**config.mk**
```make
export PLATFORM = sky130hd
export DESIGN_NAME = muldiv_seq
export DESIGN_NICKNAME = d
export VERILOG_FILES = /design/src/rtl/muldiv_pkg.sv /design/src/rtl/muldiv_watchdog.sv /design/src/rtl/muldiv_seq.sv
export SDC_FILE = /design/constraint.sdc
export NUM_CORES = 1
export LEC_CHECK = 0
export BUFFER_PORTS_ARGS = -buffer_cell sky130_fd_sc_hd__buf_4
export CAP_MARGIN = 5
export CORE_AREA = 2 2 39 41
export CTS_CLUSTER_SIZE = 40
export DETAILED_ROUTE_END_ITERATION = 16
export DIE_AREA = 0 0 41 43
export PLACE_DENSITY = 0.47
export RECOVER_POWER = 100
export SYNTH_ARGS = -nofsm -noshare
export SYNTH_HDL_FRONTEND = slang
export SYNTH_SLANG_ARGS = --single-unit
```
**constraint.sdc**
```tcl
create_clock -name clk -period 1.2 [get_ports clk]
set_clock_uncertainty 0.1 [all_clocks]
set_input_delay 0.18 -clock clk [delete_from_list [all_inputs] [get_ports clk]]
set_output_delay 0.18 -clock clk [all_outputs]
set_load 0.02 [all_outputs]
```
**src/rtl/muldiv_pkg.sv**
```systemverilog
// rtl/muldiv_pkg.sv - shared types and constants for the mult/div sequencer
//
// Holds the sequencer state encoding, the op codes carried with a request
// and the default watchdog sizing used by muldiv_seq and muldiv_watchdog.

package muldiv_pkg;

    typedef enum logic [2:0] {
        IDLE   = 3'd0,
        LAUNCH = 3'd1,
        WAIT   = 3'd2,
        WB     = 3'd3,
        DONE   = 3'd4,
        EXC    = 3'd5,
        TOUT   = 3'd6
    } muldiv_state_t;

    localparam logic OP_MULT = 1'b0;
    localparam logic OP_DIV  = 1'b1;

    localparam int MAX_CYCLES_DEF = 40;
    localparam int CNT_W_DEF      = 6;

endpackage

```
**src/rtl/muldiv_watchdog.sv**
```systemverilog
// rtl/muldiv_watchdog.sv - saturating wait-cycle counter with limit compare
//
// Ports:
//   clk, reset     rising-edge clock, asynchronous active-low reset
//   clear          zero the counter (takes priority over enable)
//   enable         count one cycle; holds at all-ones instead of wrapping
//   expired        counter currently equals MAX_CYCLES

module muldiv_watchdog #(
    parameter int MAX_CYCLES = 40,
    parameter int CNT_W      = 6
) (
    input  logic clk,
    input  logic reset,
    input  logic clear,
    input  logic enable,
    output logic expired
);

    logic [CNT_W-1:0] count;

    always_ff @(posedge clk or negedge reset) begin
        if (!reset) begin
            count <= '0;
        end else if (clear) begin
            count <= '0;
        end else if (enable && (count != {CNT_W{1'b1}})) begin
            count <= count + 1'b1;
        end
    end

    assign expired = (count == CNT_W'(MAX_CYCLES));

endmodule

```
**src/rtl/muldiv_seq.sv**
```systemverilog
// rtl/muldiv_seq.sv - start/done sequencer for the shared mult/div unit and HI/LO
//
// Optional feature macro: MULDIV_TIMEOUT_EN (adds the WAIT watchdog and TOUT).
//
// Ports:
//   clk, reset            rising-edge clock, asynchronous active-low reset
//   start, op             one-cycle request (op 0 = mult, 1 = div), taken in IDLE only
//   multend, divend       unit completion flags
//   divzero               divide-by-zero flag from the div unit
//   mloadab, dloadab      one-cycle unit load pulses
//   muxhigh, muxlow       HI/LO input select (0 = mult, 1 = div)
//   highwrite, lowwrite   HI/LO register loads
//   busy                  sequencer is not in IDLE
//   done                  one-cycle completion pulse (also on exception/timeout)
//   div_exc               one-cycle divide-by-zero pulse
//   timeout_err           one-cycle watchdog pulse (0 without the macro)
//
// Every output is decoded from the state register and op_q only, so no input
// has a combinational path to an output.

module muldiv_seq
    import muldiv_pkg::*;
#(
    parameter int MAX_CYCLES = MAX_CYCLES_DEF,
    parameter int CNT_W      = CNT_W_DEF
) (
    input  logic clk,
    input  logic reset,
    input  logic start,
    input  logic op,
    input  logic multend,
    input  logic divend,
    input  logic divzero,
    output logic mloadab,
    output logic dloadab,
    output logic muxhigh,
    output logic muxlow,
    output logic highwrite,
    output logic lowwrite,
    output logic busy,
    output logic done,
    output logic div_exc,
    output logic timeout_err
);

    muldiv_state_t state;
    muldiv_state_t state_nxt;
    logic          op_q;
    logic          wd_expired;

    if (2 ** CNT_W <= MAX_CYCLES) begin : g_bad_cnt_w
        $error("muldiv_seq: CNT_W too narrow to reach MAX_CYCLES");
    end

`ifdef MULDIV_TIMEOUT_EN
    // Cleared during LAUNCH so the first WAIT cycle sees a count of zero.
    muldiv_watchdog #(
        .MAX_CYCLES (MAX_CYCLES),
        .CNT_W      (CNT_W)
    ) u_watchdog (
        .clk     (clk),
        .reset   (reset),
        .clear   (state == LAUNCH),
        .enable  (state == WAIT),
        .expired (wd_expired)
    );
`else
    assign wd_expired  = 1'b0;
    assign timeout_err = 1'b0;
`endif

    always_ff @(posedge clk or negedge reset) begin
        if (!reset) begin
            state <= IDLE;
            op_q  <= OP_MULT;
        end else begin
            state <= state_nxt;
            if ((state == IDLE) && start) begin
                op_q <= op;
            end
        end
    end

    always_comb begin
        state_nxt = state;
        case (state)
            IDLE: begin
                if (start) begin
                    state_nxt = LAUNCH;
                end
            end
            LAUNCH: state_nxt = WAIT;
            WAIT: begin
                // divzero outranks a divend in the same cycle; the other unit's
                // end flag is never looked at.
                if ((op_q == OP_DIV) && divzero) begin
                    state_nxt = EXC;
                end else if ((op_q == OP_DIV) ? divend : multend) begin
                    state_nxt = WB;
                end else if (wd_expired) begin
                    state_nxt = TOUT;
                end
            end
            WB:      state_nxt = DONE;
            DONE:    state_nxt = IDLE;
            EXC:     state_nxt = IDLE;
            TOUT:    state_nxt = IDLE;
            default: state_nxt = IDLE;
        endcase
    end

    always_comb begin
        mloadab   = 1'b0;
        dloadab   = 1'b0;
        highwrite = 1'b0;
        lowwrite  = 1'b0;
        done      = 1'b0;
        div_exc   = 1'b0;
`ifdef MULDIV_TIMEOUT_EN
        timeout_err = 1'b0;
`endif
        busy    = (state != IDLE);
        muxhigh = (state != IDLE) && op_q;
        muxlow  = (state != IDLE) && op_q;
        case (state)
            LAUNCH: begin
                mloadab = ~op_q;
                dloadab = op_q;
            end
            WB: begin
                highwrite = 1'b1;
                lowwrite  = 1'b1;
            end
            DONE: done = 1'b1;
            EXC: begin
                div_exc = 1'b1;
                done    = 1'b1;
            end
            TOUT: begin
                done = 1'b1;
`ifdef MULDIV_TIMEOUT_EN
                timeout_err = 1'b1;
`endif
            end
            default: ;
        endcase
    end

endmodule
```
**Word-level counts from Yosys, hierarchy flattened**

Index checks and enable logic that the tools add are counted.
W data, S select, Z words.

- Equal/unequal tests: 8
- Muxes and demuxes: 10
- Bitwise logic cells: 1
- Reduce and logical (&&, ||, !) cells: 7

Operators with widths:

| cell | count |
|---|---|
| $pmux W3 S4 | 1 |
| $eq A3 B3 Y1 const B | 3 |
| $mux W3 | 3 |
| $eq A3 B2 Y1 const B | 2 |
| $mux W1 | 6 |
| $eq A3 B1 Y1 const B | 1 |
| $logic_and A1 B1 Y1 | 3 |
| $logic_not A3 Y1 | 1 |
| $ne A3 B3 Y1 const B | 1 |
| $reduce_bool A3 Y1 | 1 |
| $reduce_or A3 Y1 | 1 |
| $ne A2 B2 Y1 const B | 1 |
| $reduce_and A2 Y1 | 1 |
| $not A1 Y1 | 1 |

- Register bits after elaboration: 4
- Logic and storage cells: 28

**Depth between registers and ports, before layout**

- Depth in word-level cells: 4
- Gate-level depth with buffers: 5

**Worst setup path before layout**

OpenSTA, ideal clock, no wires.

- Kind: reg-to-output
- Start point: reg state[2]
- End point: out mloadab
- Arrival time: 1267 ps
- Data required time: 920 ps
- Setup slack: -347 ps
- Stages on the path, launching flop included: 3
- Buffers on the path: 1
- Cells stage by stage: dfrtp_1 buf_6 nor4b_1

- Word-level cells in the longest chain between the ends: 2

Ends and longest elaborated chain:

| element | RTL line | RTL |
|---|---|---|
| from (decl) | muldiv_seq.sv:46 | `muldiv_state_t state;` |
| from (signal assigned) | muldiv_seq.sv:77 | `state <= state_nxt;` |
| $eq A3 B1 Y1 | muldiv_seq.sv:125 | `case (state)` |
| $mux W1 | muldiv_seq.sv:125 |  |
| to (decl) | muldiv_seq.sv:34 | `output logic mloadab,` |

No other way between the ends.

**Worst setup path after layout**

- Start point: reg state[1]
- End point: out mloadab

The elaborated chain is that of the path after synthesis.

==> impl_metrics.env <==
export IMPL_pin_count=17
export IMPL_ys_warn_count=0
export IMPL_post_place_ws_ps=-108
export IMPL_drc=0
export IMPL_placedCellCount=60
export IMPL_cp_data_arrival_time_ps=1230
export IMPL_die_h_um=43
export IMPL_finalWeightedCongestion=0.666
export IMPL_cts_sinks=4
export IMPL_synth_top_cell_area_share_pct=33.3
export IMPL_grt_pass1_vias=332
export IMPL_synth_seq_area_share_pct=33.3
export IMPL_violations="setup timing"
export IMPL_start_util_pct=21.7
export IMPL_finalWirelength_um=836
export IMPL_grt_pass1_wl_um=1370
export IMPL_dieArea_um2=1760
export IMPL_netlist_instances=28
export IMPL_final_layout_size_suffix_gt1_share_pct=83.0
export IMPL_fmax_mhz=661
export IMPL_grt_use_total_pct=12.0
export IMPL_dp_hpwl_um=561
export IMPL_cap_violations=0
export IMPL_final_cells=69
export IMPL_netlist_cell_type_count=20
export IMPL_grt_max_degree=8
export IMPL_area_growth_pct=96.7
export IMPL_syn_nets=35
export IMPL_ant_nets=0
export IMPL_h_tree_depth=1
export IMPL_path_class="reg -> out"
export IMPL_mappedNetlistArea_um2=300
export IMPL_synth_top_cell_by_area="dfrtp_1"
export IMPL_rsz0062_at_grt="true"
export IMPL_outcome="complete, but fails checks"
export IMPL_drtIter0Drc=1
export IMPL_first_pass_iters=2
export IMPL_power_leakage_nw=0.278
export IMPL_finalWorstSetupSlack_ps=-312
export IMPL_wl_per_cell_um=12.1
export IMPL_cts_tree="built"
export IMPL_cp_start_kind="flip-flop"
export IMPL_layout_common_cells="buf_4 (15), buf_6 (10), clkbuf_4 (3)"
export IMPL_synth_seq_cells=4
export IMPL_nNetsFinal=62
export IMPL_cp_data_required_time_ps=920
export IMPL_antenna_found_initial=0
export IMPL_hold_viol=0
export IMPL_cp_slowest_cell="dfrtp_1"
export IMPL_critPathCaptureType="output port"
export IMPL_finalMaxSlewViolations=0
export IMPL_rows=14
export IMPL_cts_buffers=3
export IMPL_period_needed_ps=1510
export IMPL_coreArea_um2=1380
export IMPL_synthTopCellsByArea="dfrtp_1 (33%), buf_4 (7.5%), buf_6 (7.5%)"
export IMPL_setup_viol=11
export IMPL_holdCritPathClass="in -> reg"
export IMPL_max_stage_delay_ps=410
export IMPL_crit_chain="buf_6, nor4b_4, buf_4"
export IMPL_pwr_density_cell_nw_per_um2=2910
export IMPL_peakVddDrop_uv=1370
export IMPL_worstPathMaxFanout=6
export IMPL_port_buffer_count=15
export IMPL_finalCritPeriodShare_pct=126
export IMPL_syn_area_per_cell_um2=10.7
export IMPL_final_common_cell="buf_4"
export IMPL_die_x_um=41
export IMPL_vias=307
export IMPL_ctsLongestPathBuffers=2
export IMPL_root_buffer="clkbuf_4"
export IMPL_grt_overflow_total=0
export IMPL_path_clk_slew_ps=40
export IMPL_vias_per_cell=4.45
export IMPL_diodes=0
export IMPL_clk_latency_ps=230
-- cell usage after synthesis, drive strengths merged --
cell and n:
nand2b 2, mux2 1, o221ai 1, nand2 1
nor4b 1, a21oi 1, and2 1, mux2i 1
conb 1, nor2 1, inv 1, nor3b 1
nor3 1, a21boi 1, a211oi 1, and4bb 1
buf 5, dfrtp 4, and3b 2
-- per-stage QoR --
stage | cell area [µm²] | hold WS [ps] | total power, mW | utilization, % | setup TNS (ps)
6_report | 591 | 81.4 | 1.72 | 42.7 | -2590
5_1_grt | 591 | 81.3 | 1.83 | 42.7 | -3340
4_1_cts | 571 | 79.6 | 1.64 | 41.2 | -2600
3_5_place_dp | 442 | -123 | 1.18 | 31.9 | -723
3_3_place_gp | 442 | -125 | 1.16 | 31.9 | -607
2_1_floorplan | 317 | -216 | 0.904 | - | -437
-- layout make-up --
class                           instances  area [µm²]
Clock buffer                            3        22.5
Fill cell                             151         793
Inverter                                1        3.75
Multi-Input combinational cell         18         203
Sequential cell                         4         103
Tap cell                               16        20.0
Timing Repair Buffer                   27         239
-- layer usage --
layer  part of all wire [%]  GRT usage [%]
met1                     33           11.8
met2                     57           19.1
met3                    5.6           3.66
met4                    3.9           10.0
met5                      0              0
-- flip-flops by register name, summed over array words and instances, names as in the netlist --
signal  cells
op_q        1
state       3
-- critical path, delay by kind of cell, from the launching register on --
| kind | cells | cell delay [ps] |
|---|---|---|
| flops | 1 | 410 |
| simple gates | 1 | 250 |
| buf+inv | 2 | 330 |
-- path summary, 6_finish.rpt --
check,startpoint,slack (ps),endpoint,cells past startpoint
worst max register to register,state[1],-110,op_q,4
min in group asynchronous,reset,200,op_q,2
worst max-delay path,state[1],-310,mloadab,3
worst min register to register,state[2],570,state[1],2
max in group asynchronous,reset,610,state[0],2
worst min-delay path,op,80,op_q,2
-- power by group --
group	leakage, nW	switching [mW]	internal [mW]
Sequential	0.0476	0.136	0.203
Clock	0.0138	0.0519	0.112
Combinational	0.217	0.496	0.718
-- cells by family (layout without fill, tap and decap cells) --
logic type             after synthesis  count (layout)  share of synthesized area [%]
AND/OR/NAND/NOR                     11              11                           31.3
buffers and inverters                6              31                           16.2
AO/OA/AOI/OAI                        4               4                           9.58
flip-flops                           4               4                           33.3
multiplexers                         2               2                           8.33
other                                1               1                           1.25
-- what timing repair did --
action / 4_1_cts / 5_1_grt
pin swaps: 3 / 2
buffers inserted: 4 / 2
hold endpoints to repair: 4 / 0
hold buffers: 1 / 0
setup endpoints to repair: 11 / 12
gates resized for setup: 18 / 3
(Power assumes the default switching activity.)
